[src/rtl/serial_add_sub_pkg.sv]
// Shared encodings for the bit-serial adder/subtractor: operation mode and
// controller states.
package serial_add_sub_pkg;
    localparam logic MODE_ADD = 1'b0;
    localparam logic MODE_SUB = 1'b1;

    typedef enum logic [1:0] {
        IDLE = 2'd0,
        RUN  = 2'd1,
        DONE = 2'd2
    } state_t;
endpackage

[src/rtl/serial_add_sub_full_add_sub.sv]
// One-bit full adder/subtractor cell; cout is carry for add, borrow for sub.
module full_add_sub
    import serial_add_sub_pkg::*;
(
    input  logic x,
    input  logic y,
    input  logic cin,
    input  logic mode,
    output logic s,
    output logic cout
);
    logic w_xy;

    assign w_xy = x ^ y;
    assign s    = w_xy ^ cin;
    assign cout = (mode == MODE_SUB) ? ((~x & y) | (~w_xy & cin))
                                     : ((x & y) | (cin & w_xy));
endmodule

[src/rtl/serial_add_sub.sv]
// Bit-serial add/subtract: one bit per clock, LSB first, through a single
// full_add_sub cell, with a start/busy/done handshake.
module serial_add_sub
    import serial_add_sub_pkg::*;
#(
    parameter int WIDTH = 8
) (
    input  logic             clk,
    input  logic             rst,
    input  logic             start,
    input  logic             mode,
    input  logic [WIDTH-1:0] a,
    input  logic [WIDTH-1:0] b,
    output logic             busy,
    output logic             done,
    output logic [WIDTH-1:0] result,
    output logic             cout,
    output logic             ovf
);
    localparam int CW = $clog2(WIDTH);

    generate
        if (WIDTH < 2) begin : g_bad_width
            $error("serial_add_sub: WIDTH must be >= 2");
        end
    endgenerate

    state_t           r_state, w_next;
    logic [WIDTH-1:0] r_a, r_b, r_acc, r_result;
    logic [CW-1:0]    r_cnt;
    logic             r_mode, r_c, r_a_msb, r_b_msb, r_cout, r_ovf;
    logic             w_s, w_c, w_accept, w_last, w_beff_msb;
    logic [WIDTH-1:0] w_acc_next;

    full_add_sub u_cell (
        .x    (r_a[0]),
        .y    (r_b[0]),
        .cin  (r_c),
        .mode (r_mode),
        .s    (w_s),
        .cout (w_c)
    );

    assign w_accept   = start && (r_state != RUN);
    assign w_last     = (r_cnt == CW'(WIDTH - 1));
    assign w_acc_next = {w_s, {(WIDTH-1){1'b0}}} | (r_acc >> 1);
    // Subtraction adds ~b, so overflow is judged against the effective sign of b.
    assign w_beff_msb = (r_mode == MODE_SUB) ? ~r_b_msb : r_b_msb;

    always_ff @(posedge clk) begin
        if (rst) r_state <= IDLE;
        else     r_state <= w_next;
    end

    always_comb begin
        w_next = r_state;
        case (r_state)
            IDLE:    if (start) w_next = RUN;
            RUN:     if (w_last) w_next = DONE;
            DONE:    w_next = start ? RUN : IDLE;
            default: w_next = IDLE;
        endcase
    end

    always_ff @(posedge clk) begin
        if (rst) begin
            r_a      <= '0;
            r_b      <= '0;
            r_acc    <= '0;
            r_cnt    <= '0;
            r_mode   <= MODE_ADD;
            r_c      <= 1'b0;
            r_a_msb  <= 1'b0;
            r_b_msb  <= 1'b0;
            r_result <= '0;
            r_cout   <= 1'b0;
            r_ovf    <= 1'b0;
        end else if (w_accept) begin
            r_a     <= a;
            r_b     <= b;
            r_mode  <= mode;
            r_a_msb <= a[WIDTH-1];
            r_b_msb <= b[WIDTH-1];
            r_c     <= 1'b0;
            r_cnt   <= '0;
        end else if (r_state == RUN) begin
            r_a   <= r_a >> 1;
            r_b   <= r_b >> 1;
            r_acc <= w_acc_next;
            r_c   <= w_c;
            r_cnt <= r_cnt + 1'b1;
            if (w_last) begin
                r_result <= w_acc_next;
                r_cout   <= w_c;
                r_ovf    <= (r_a_msb == w_beff_msb) && (w_s != r_a_msb);
            end
        end
    end

    assign busy   = (r_state == RUN);
    assign done   = (r_state == DONE);
    assign result = r_result;
    assign cout   = r_cout;
    assign ovf    = r_ovf;
endmodule

[config.mk]
export PLATFORM = sky130hd
export DESIGN_NAME = serial_add_sub
export DESIGN_NICKNAME = d
export VERILOG_FILES = /design/src/rtl/serial_add_sub_pkg.sv /design/src/rtl/serial_add_sub_full_add_sub.sv /design/src/rtl/serial_add_sub.sv
export SDC_FILE = /design/constraint.sdc
export NUM_CORES = 1
export LEC_CHECK = 0
export ABC_AREA = 1
export BUFFER_PORTS_ARGS = -buffer_cell sky130_fd_sc_hd__buf_2
export CORE_MARGIN = 8
export CORE_UTILIZATION = 58
export CTS_CLUSTER_SIZE = 40
export DETAILED_ROUTE_END_ITERATION = 7
export PLACE_DENSITY = 0.82
export REMOVE_ABC_BUFFERS = 1
export SYNTH_ARGS = -nofsm -noshare
export SYNTH_HDL_FRONTEND = slang
export SYNTH_SLANG_ARGS = --single-unit
[constraint.sdc]
create_clock -name clk -period 3.55 [get_ports clk]
set_clock_uncertainty 0.2 [all_clocks]
set_input_delay 0.1775 -clock clk [delete_from_list [all_inputs] [get_ports clk]]
set_output_delay 0.1775 -clock clk [all_outputs]
set_load 0.1 [all_outputs]
-- Yosys cells after proc, flatten, opt, wreduce, memory -nomap -nowiden
Index checks and enable logic that the tools add are counted.
- add/sub/neg operators: 1
- equality and inequality tests: 8
- mux-type cells: 10
- bitwise gates (word level): 13
- reduce and logical (&&, ||, !) cells: 8
- operators by type and width (operator ; number):
    $mux 8 ; 4
    $or 8x7->8 ; 1
    $pmux 2 s3 ; 1
    $and 1x1->1 ; 4
    $mux 2 ; 2
    $ne 2x1->1 const B ; 2
    $not 1->1 ; 4
    $reduce_and 2->1 ; 2
    $add 3x1->3 const B ; 1
    $eq 3x3->1 const B ; 1
    $mux 1 ; 3
    $reduce_and 3->1 ; 1
    $eq 2x1->1 const B ; 1
    $eq 2x2->1 const B ; 1
    $logic_and 1x1->1 ; 2
    $logic_not 2->1 ; 1
    $ne 2x2->1 const B ; 1
    $or 1x1->1 ; 2
    $reduce_bool 2->1 ; 1
    $reduce_or 2->1 ; 1
    $xor 1x1->1 ; 2
    $eq 1x1->1 ; 1
    $ne 1x1->1 ; 1
- register bits: 43
- input port bits: 20
- output and inout bits: 12
- logic and storage cells: 52

-- Depth between registers and ports, before layout
Gate-level depths: netlist of run 1.
- word-level depth: 5
- mapped depth: 9
- depth with buffers taken out: 8

-- By module
Synthesis of run 1 repeated with hierarchy kept, for this count alone.
- cell total of the unflattened synthesis: 241
- area total of the unflattened synthesis: 1765.4 sq um
- by module, submodules not included (module ; instances ; cells each ; area an instance (sq um) ; sequential area each (sq um)):
    serial_add_sub ; 1 ; 232 ; 1699.1 ; 840.8
    full_add_sub ; 1 ; 9 ; 66.3 ; 0.0

-- Least setup slack after synthesis of run 1
Ideal clock, no wire load.
- kind: register to output
- start: register r_state[1]
- end: output port done
- arrival time: 1756 ps
- required time: 3172 ps
- slack: 1417 ps
- cell stages (with the launch flop): 3
- path buffers: 0
- cell sequence: dfxtp_1 -> inv_2 -> nor2_1
- cells in the longest elaborated chain, start to end: 1
- ends and longest elaborated chain (item ; line ; RTL):
    start: declaration ; serial_add_sub.sv:28 ; state_t r_state, w_next;
    start signal: assignment ; serial_add_sub.sv:52 ; else r_state <= w_next;
    $eq 2x2->1 ; serial_add_sub.sv:101 ; assign done = (r_state == DONE);
    end: declaration ; serial_add_sub.sv:15 ; output logic done,
Every way passes these cells.

-- Worst setup path after layout of run 1
- start: register r_state[0]
- end: output port busy
- cells in the longest elaborated chain, start to end: 1
- ends and longest elaborated chain (item ; line ; RTL):
    $eq 2x1->1 ; serial_add_sub.sv:100 ; assign busy = (r_state == RUN);
    end: declaration ; serial_add_sub.sv:14 ; output logic busy,
Every way passes these cells.

==> results of run 1 <==
## per-layer routing
metal	part of all wire	up-vias	global-route usage
li1	-	828	-
met1	0.45	669	0.153
met2	0.48	30	0.248
met3	0.056	8	0.0446
met4	0.014	0	0.0544
met5	0	-	0
## cell usage in the layout, fill, tap and decap left out, types with 4 or more instances in the layout
master         Yosys  layout
nand2_1           68      68
dfxtp_1           42      42
buf_2              2      31
inv_1             25      25
nand3_1           23      23
dlygate4sd3_1      0      19
o21ai_0           17      17
nor2_1            15      15
a21oi_1           11      11
nand2_2            8       8
clkbuf_4           0       5
inv_2              4       4
## layout make-up
type | count | area [um2]
clock buffer | 7 | 55.1
clock inverter | 1 | 5.00
fill | 266 | 827
inverter | 30 | 115
multi-input combinational | 155 | 773
sequential | 42 | 841
tap | 33 | 41.3
timing repair buffer | 50 | 345
## critical path: cells and delay by family (launching register included)
family / cells / cell delay (ns)
and+or+nand+nor: 1 / 0.31
DFF: 1 / 0.42
buffers and inverters: 2 / 0.59
## state kept, by name, summed over array words and instances, names as in the netlist
name     flops
r_a          8
r_b          8
result       8
r_acc        7
r_cnt        3
r_state      2
cout         1
ovf          1
r_a_msb      1
r_b_msb      1
r_c          1
r_mode       1
## worst min-delay path by stage
stage / endpoint / slack, ns / cells after the start
after detailed placement: r_b[7]$_SDFFE_PP0P_ / 0.25 / 3
after global placement: r_b[7]$_SDFFE_PP0P_ / 0.23 / 3
after global routing: ovf$_SDFFE_PP0P_ / 0.29 / 2
final: ovf$_SDFFE_PP0P_ / 0.28 / 2
after floorplan: ovf$_SDFFE_PP0P_ / 0.05 / 1
after CTS: ovf$_SDFFE_PP0P_ / 0.28 / 2
## through the flow
stage          area [um2]  hold slack (ns)
3_5_place_dp         1930            0.246
4_1_cts              2180            0.275
2_1_floorplan        1730           0.0466
3_3_place_gp         1930            0.233
5_1_grt              2180            0.286
6_report             2180            0.276
## report_power, final
group	leakage, nW	internal (mW)	total (mW)	switching [mW]
combinational	0.715	0.0495	0.123	0.0737
sequential	0.343	0.494	0.507	0.0126
clock	0.0353	0.0961	0.239	0.143
## what timing repair did
action | CTS | global route
resized for setup | 0 | 0
hold endpoints to repair | 24 | 0
hold buffers | 19 | 0
## logic make-up after synthesis
kind of cell,after synthesis,share of synthesized area
buffers and inverters,38,0.101
xor gates and xnor gates,1,0.00488
DFF,42,0.468
and+or+nand+nor,119,0.299
AOI/OAI and AO/OA,31,0.0906
adders and majority gates,4,0.0362
==> results.yml, run 1 <==
floorplanning:
  floorplan.die.height_um: 71.6
  placementRows: 20
  die_area_um2: 5130
  initial_core_util: 0.598
  die-width_um: 71.6
  io-pin-count: 32
  design.core.area_um2: 3000
setup_path:
  cp-end-kind: "output pin"
  cp_slowest_cell: "buf_2"
  reg2reg_to: "ovf$_SDFFE_PP0P_"
  critPathCapture: "busy"
  cp_data_arrival_time_ns: 1.67
  crit_path_max_incr_delay_ns: 0.50
  ff2ff_setup_slack_ns: 1.88
  timing.setup.critical_path_class: "reg -> out"
  crit_start: "r_state[0]$_SDFFE_PP0P_"
  worstPathCellList: "inv_2 -> nor2_8 -> buf_2"
  r2r_start: "r_b[0]$_SDFFE_PP0P_"
  startpoint_type: "flip-flop"
  timing.critical_path.fanout_max: 28
  ff2ff_path_depth: 7
  worstPathRequired_ns: 3.17
timing:
  maxSlewHeadroom: 0.663
  slew_viol_final: 0
  setup_viol: 0
  final_period_minus_worst_setup_slack_ns: 2.05
  worst_slew_pin_slew_ns: 0.505
  clock.fmax_mhz: 487
  setup_total_negative_slack_ns: 0
  rsz0062_at_grt: "no"
  timing_hold_violations_final: 0
  layout_worst_path_cycle_share: 0.578
  post-route-worst-setup-slack_ns: 1.50
grt:
  grt_antenna_before_repair: 0
  grt_pass1_vias: 1393
  grt_remaining_overflow: 0
  grt_first_pass_wirelength_um: 5860
  globalRouteTotalUtil: 0.141
  grt_start_max_net_pins: 35
drt:
  drt_drc_violations_left: 0
  vias: 1535
  finalWirelength_um: 3560
  wire_per_inst_um: 11.2
  drt-initial-drc-count: 77
  drt.antenna.violating_nets: 0
  routed_via_density: 4.83
  dr.pass1.iters: 4
yosys:
  edff_count_synth: 0
  synth_top_cells_by_count: "68 x nand2_1, 42 x dfxtp_1, 25 x inv_1, 23 x nand3_1, 17 x o21ai_0"
  synth_area_um2: 1800
  post-synth-top-count-cell: "nand2_1"
  asyncSetResetFlopFracSynth: 0
  synth.lib_cells_used.distinct: 22
  seq_area_frac_synth: 0.468
  synth_ff_type: "dfxtp_1"
  yosys-top-cells-area: "dfxtp_1 47%, nand2_1 14%, nand3_1 6.4%"
  synth_top_area_cell: "dfxtp_1"
  yosys_warnings: 0
  synth_seq_cells: 42
  yosys.area.top_type_share: 0.468
  netlist_instances: 235
  avgSynthCellArea_um2: 7.64
power_and_ir_drop:
  leakage_power_nw: 1.09
  cellPowerDensity_nw_per_um2: 399
  vdd_ir_drop_max_mv: 0.252
  total_power_after_layout_mw: 0.868
layout:
  synthToLayoutAreaGrowth_pct: 21.2
  finish.utilization: 0.725
  instances_no_fill: 318
  insertedDiodeCount: 0
  drive_gt1_frac: 0.196
  final_nets: 308
cts:
  max-clock-path-buffers: 2
  htreeDepth: 2
  worst_skew_pair.late_latency_ns: 0.34
  cts_root_buf: "clkbuf_4"
  cts_tree: "yes"
  worst_setup_hold_path_clk_slew_ns: 0.12
  cts_sinks: 42
  post_cts.repair.setup_buffers: 0
  numCtsBuffers: 5
job:
  cap_violations: 0
place:
  gp_congestion: 0.714
  post-place-ws_ns: 1.86
  number_of_buffer_cells_added_on_primary_ports: 31
  placed_instance_count: 291
  dp_hpwl_um: 2380
min_path:
  worst_hold_path_type: "reg -> reg"
  min_from: "ovf$_SDFFE_PP0P_"
run_status:
  status: "completed"
(Power assumes the default switching activity.)
==> run 2, diff against run 1 <==
--- a/config.mk
+++ b/config.mk
@@ -8,10 +8,10 @@
 export ABC_AREA = 1
 export BUFFER_PORTS_ARGS = -buffer_cell sky130_fd_sc_hd__buf_2
 export CORE_MARGIN = 8
-export CORE_UTILIZATION = 58
+export CORE_UTILIZATION = 54
 export CTS_CLUSTER_SIZE = 40
 export DETAILED_ROUTE_END_ITERATION = 7
-export PLACE_DENSITY = 0.82
+export PLACE_DENSITY = 0.78
 export REMOVE_ABC_BUFFERS = 1
 export SYNTH_ARGS = -nofsm -noshare
 export SYNTH_HDL_FRONTEND = slang
==> constraint.sdc (replaced) <==
create_clock -name clk -period 2 [get_ports clk]
set_clock_uncertainty 0.2 [all_clocks]
set_input_delay 0.1 -clock clk [delete_from_list [all_inputs] [get_ports clk]]
set_output_delay 0.1 -clock clk [all_outputs]
set_load 0.1 [all_outputs]
==> run 2 against run 1 <==
Net effect: critical endpoint is now r_state[0]$_SDFFE_PP0P_; worst setup slack worse by 1.4 ns; critical path depth increased by 3; hold slack better by 0.0035 ns; final cell count up 6.0%; wire length increased by 8.7%; core utilization is 3.7 points lower; die area grew 5.7%.
==> results.yml, run 2 (synthesized netlist as in run 1, its figures left out) <==
place:
  dp_hpwl_um: 2490
  post-place-ws_ns: 0.311
  number_of_buffer_cells_added_on_primary_ports: 31
  gp_congestion: 0.733
cts:
  max-clock-path-buffers: 2
  worst_setup_hold_path_clk_slew_ns: 0.11
  cts_tree: "yes"
  htreeDepth: 2
  worst_skew_pair.late_latency_ns: 0.35
  numCtsBuffers: 5
  cts_root_buf: "clkbuf_4"
  cts_sinks: 42
floorplanning:
  floorplan.die.height_um: 73.7
  design.core.area_um2: 3260
  placementRows: 21
  io-pin-count: 32
  die-width_um: 73.7
  die_area_um2: 5430
  initial_core_util: 0.551
layout:
  final_nets: 315
  filler_cell_count: 320
  drive_gt1_frac: 0.206
  synthToLayoutAreaGrowth_pct: 24.8
  finish.utilization: 0.688
  mostFrequentLayoutCell: "nand2_1"
  regArea_um2: 842
  multi_input_area_um2: 773
  layout_common_cells: "68 x nand2_1, 41 x dfxtp_1, 31 x buf_2"
  insertedDiodeCount: 0
power_and_ir_drop:
  netSwitchingFraction: 0.272
  p_sw_mw: 0.416
  share_comb_of_total_power: 0.156
  power.internal_mw: 1.11
  cellPowerDensity_nw_per_um2: 682
  vdd_ir_drop_max_mv: 0.462
  leakage_power_nw: 1.12
  p_clk_frac: 0.254
  p_seq_frac: 0.590
timing:
  setup_total_negative_slack_ns: 0
  post-route-worst-setup-slack_ns: 0.111
  slew_viol_final: 0
  rsz0062_at_grt: "no"
  timing_hold_violations_final: 0
  layout_worst_path_cycle_share: 0.945
  setup_viol: 0
  clock.fmax_mhz: 529
  worst_slew_pin_slew_ns: 0.489
  final_period_minus_worst_setup_slack_ns: 1.89
  maxSlewHeadroom: 0.676
setup_path:
  cp_data_arrival_time_ns: 1.99
  timing.setup.critical_path_class: "reg -> reg"
  startpoint_type: "flip-flop"
  ff2ff_path_depth: 6
  cp-end-kind: "flip-flop"
  worstPathRequired_ns: 2.10
  timing.critical_path.fanout_max: 10
drt:
  finalWirelength_um: 3870
  wire_per_inst_um: 11.5
  drt.antenna.violating_nets: 0
  drt-initial-drc-count: 86
  routed_via_density: 4.82
  vias: 1625
  drt_drc_violations_left: 0
  dr.pass1.iters: 4
run_status:
  status: "completed"
grt:
  grt_start_max_net_pins: 31
  grt_first_pass_wirelength_um: 6690
  globalRouteTotalUtil: 0.158
  grt_antenna_before_repair: 0
  grt_remaining_overflow: 0
  grt_pass1_vias: 1584
job:
  cap_violations: 0
min_path:
  hold_path_depth: 2
  worst_hold_path_type: "reg -> reg"
==> run 2: cell types whose count changed in the layout (fill, tap and decap cells not counted) <==
cell	delta
dfxtp_2	+1
dfxtp_1	-1
dlygate4sd3_1	+2
inv_2	-1
clkinv_2	-1
buf_4	+5
clkbuf_8	-1
clkbuf_1	+1
inv_6	+1
==> run 2: metrics by stage <==
step           power (mW)  hold slack (ns)  std cells  area, um2
2_1_floorplan        1.05          -0.0309        227       1730
3_3_place_gp         1.11            0.161        306       1960
3_5_place_dp         1.12            0.157        306       1960
4_1_cts              1.53            0.279        334       2210
5_1_grt              1.60            0.299        337       2240
6_report             1.53            0.279        337       2240
==> run 2: path summary, 6_finish.rpt <==
check                          startpoint                 endpoint  slack, ns
setup / recovery  r_state[0]$_SDFFE_PP0P_  r_state[0]$_SDFFE_PP0P_       0.11
hold / removal           ovf$_SDFFE_PP0P_         ovf$_SDFFE_PP0P_       0.28
setup reg to reg  r_state[0]$_SDFFE_PP0P_  r_state[0]$_SDFFE_PP0P_       0.11
hold reg to reg          ovf$_SDFFE_PP0P_         ovf$_SDFFE_PP0P_       0.28
==> run 2: area by class of cell <==
class / instances / share of cell area
tap: 46 / 0.0257
sequential: 42 / 0.376
clock buffer: 7 / 0.0201
inverter: 30 / 0.0536
multi-input combinational: 155 / 0.345
timing repair buffer: 57 / 0.180
==> run 2: power by group through the flow <==
stage	Sequential (mW)	Combinational, mW	Clock, mW
global route	0.906	0.269	0.430
detailed placement	0.920	0.196	0
global placement	0.918	0.193	0
CTS	0.901	0.228	0.397
floorplan	0.914	0.137	0
finish	0.900	0.239	0.388
==> run 2: timing repair <==
item / 4_1_cts / 5_1_grt
setup endpoints to repair: 0 / 2
endpoints found under the hold margin: 24 / 0
setup buffers: 0 / 3
gates resized for setup: 0 / 4
hold buffers: 21 / 0
==> run 2: layer usage <==
layer | global-route usage | part of all wire
met5 | 0 | 0
met3 | 0.0518 | 0.064
met1 | 0.164 | 0.41
met4 | 0.0776 | 0.017
met2 | 0.278 | 0.51
==> run 2: critical path: stages, from the launching register on <==
cell and delay [ns]:
dfxtp_1 0.42, inv_2 0.09, nor2_8 0.20, buf_4 0.21
nand2_1 0.06, a21oi_1 0.11, dlygate4sd3_1 0.55
==> run 3, diff against run 2 <==
--- a/config.mk
+++ b/config.mk
@@ -11,8 +11,10 @@
 export CORE_UTILIZATION = 54
 export CTS_CLUSTER_SIZE = 40
 export DETAILED_ROUTE_END_ITERATION = 7
+export GPL_TIMING_DRIVEN = 0
 export PLACE_DENSITY = 0.78
 export REMOVE_ABC_BUFFERS = 1
+export SETUP_SLACK_MARGIN = 0.4
 export SYNTH_ARGS = -nofsm -noshare
 export SYNTH_HDL_FRONTEND = slang
 export SYNTH_SLANG_ARGS = --single-unit
==> run 3 against run 2 <==
Net effect: maximum frequency up 19%; worst setup slack better by 0.30 ns; non-clock buffer count up 3; largest power group unchanged; clock power up 16%; sequential power about the same; combinational power up 9.2%; via count up 2.1%; first-iteration DRC count up 69%.
==> results.yml, run 3 (synthesized netlist as in run 1, its figures left out) <==
cts:
  worst_skew_pair.late_latency_ns: 0.37
  cts_root_buf: "clkbuf_4"
  htreeDepth: 2
  worst_setup_hold_path_clk_slew_ns: 0.12
  max-clock-path-buffers: 2
  numCtsBuffers: 5
  cts_tree: "yes"
  cts_sinks: 42
power_and_ir_drop:
  p_clk_frac: 0.279
  cellPowerDensity_nw_per_um2: 670
  leakage_power_nw: 1.15
  vdd_ir_drop_max_mv: 0.467
  share_comb_of_total_power: 0.162
  p_sw_mw: 0.453
  total_power_after_layout_mw: 1.61
  netSwitchingFraction: 0.281
  p_seq_frac: 0.559
  power.internal_mw: 1.16
setup_path:
  timing.setup.critical_path_class: "reg -> reg"
  timing.critical_path.fanout_max: 2
  worstPathRequired_ns: 2.10
  worst-path-buf-inv: 1
  cp_slowest_cell: "fa_1"
  startpoint_type: "flip-flop"
  crit_path_max_incr_delay_ns: 0.58
  worstPathCellList: "inv_2 -> fa_1 -> nand2_1 -> nand2_2 -> nand3_2 -> a21oi_1"
  cp-end-kind: "flip-flop"
  crit_family: "adder cells"
  cp_data_arrival_time_ns: 1.69
run_status:
  status: "completed"
floorplanning:
  floorplan.die.height_um: 73.7
  placementRows: 21
  design.core.area_um2: 3260
  initial_core_util: 0.551
  io-pin-count: 32
  die-width_um: 73.7
  die_area_um2: 5430
timing:
  setup_viol: 0
  final_period_minus_worst_setup_slack_ns: 1.59
  rsz0062_at_grt: "yes"
  layout_worst_path_cycle_share: 0.793
  slew_viol_final: 0
  worst_slew_pin_slew_ns: 0.491
  timing_hold_violations_final: 0
  hold_ws_ns: 0.283
  clock.fmax_mhz: 630
  maxSlewHeadroom: 0.675
layout:
  layout_common_cells: "65 x nand2_1, 36 x dfxtp_1, 29 x buf_2"
  drive_gt1_frac: 0.290
  mostFrequentLayoutCell: "nand2_1"
  synthToLayoutAreaGrowth_pct: 33.9
  final_nets: 320
  insertedDiodeCount: 0
drt:
  dr.pass1.iters: 4
  routed_via_density: 4.84
  drt-initial-drc-count: 145
  drt_drc_violations_left: 0
  drt.antenna.violating_nets: 0
  vias: 1659
  finalWirelength_um: 4210
  wire_per_inst_um: 12.3
place:
  gp_congestion: 0.743
  number_of_buffer_cells_added_on_primary_ports: 31
  dp_hpwl_um: 2320
grt:
  grt_antenna_before_repair: 0
  grt_start_max_net_pins: 35
  grt_first_pass_wirelength_um: 6680
  grt_remaining_overflow: 0
  grt_pass1_vias: 1521
  globalRouteTotalUtil: 0.162
job:
  cap_violations: 0
min_path:
  worst_hold_path_type: "reg -> reg"
## run 3: cell types whose count changed in the layout (fill, tap and decap cells not counted), sizes merged
| cell | change |
|---|---|
| clkinvlp | +1 |
| buf | +5 |
| nor2 | +1 |
| dlygate4sd3 | -2 |
| clkinv | +1 |
## run 3: layout make-up
class                      count  area, um2
sequential                    42        853
fill                         272        853
multi-input combinational    156        837
timing repair buffer          60        469
inverter                      30        120
tap                           46       57.6
clock buffer                   7       55.1
timing repair inverter         1       7.51
clock inverter                 1       5.00
## run 3: repair_timing
action,4_1_cts,5_1_grt
endpoints found under the setup margin,13,33
buffers inserted,4,6
cloned,1,1
hold endpoints to repair,24,0
hold buffers,19,0
pin swaps,3,9
resized for setup,10,26
## run 3: stage by stage
stage	TNS, ns	area [um2]	utilization	instances	setup WS [ns]
2_1_floorplan	-0.0556	1730	-	227	-0.0556
3_3_place_gp	0	1940	0.596	304	0.322
6_report	0	2400	0.738	343	0.413
3_5_place_dp	0	1940	0.596	304	0.271
5_1_grt	0	2400	0.738	343	0.305
4_1_cts	0	2260	0.693	336	0.390
## run 3: tightest hold or removal path, delay by kind of cell (launching register included)
kind          cells  cell delay [ns]
simple gates      2             0.13
flops             1             0.33
## run 3: metal layers
layer / track usage / vias up / share of wire
met2: 0.270 / 42 / 0.51
met3: 0.0518 / 8 / 0.055
met5: 0 / - / 0
met4: 0.104 / 0 / 0.022
met1: 0.171 / 756 / 0.41
li1: - / 853 / -
## run 3: power by group through the flow
stage               Clock [mW]  Sequential, mW  Combinational, mW
finish                   0.450           0.901              0.261
global route             0.493           0.907              0.289
CTS                      0.456           0.899              0.238
detailed placement           0           0.919              0.191
global placement             0           0.918              0.187
floorplan                    0           0.914              0.137
## run 3: path summary, 6_finish.rpt
check | cells past startpoint | end | start | slack [ns]
hold / removal | 2 | r_b[7]$_SDFFE_PP0P_ | r_b[7]$_SDFFE_PP0P_ | 0.28
setup / recovery | 6 | ovf$_SDFFE_PP0P_ | r_b[0]$_SDFFE_PP0P_ | 0.41
hold reg to reg | 2 | r_b[7]$_SDFFE_PP0P_ | r_b[7]$_SDFFE_PP0P_ | 0.28
setup reg to reg | 6 | ovf$_SDFFE_PP0P_ | r_b[0]$_SDFFE_PP0P_ | 0.41
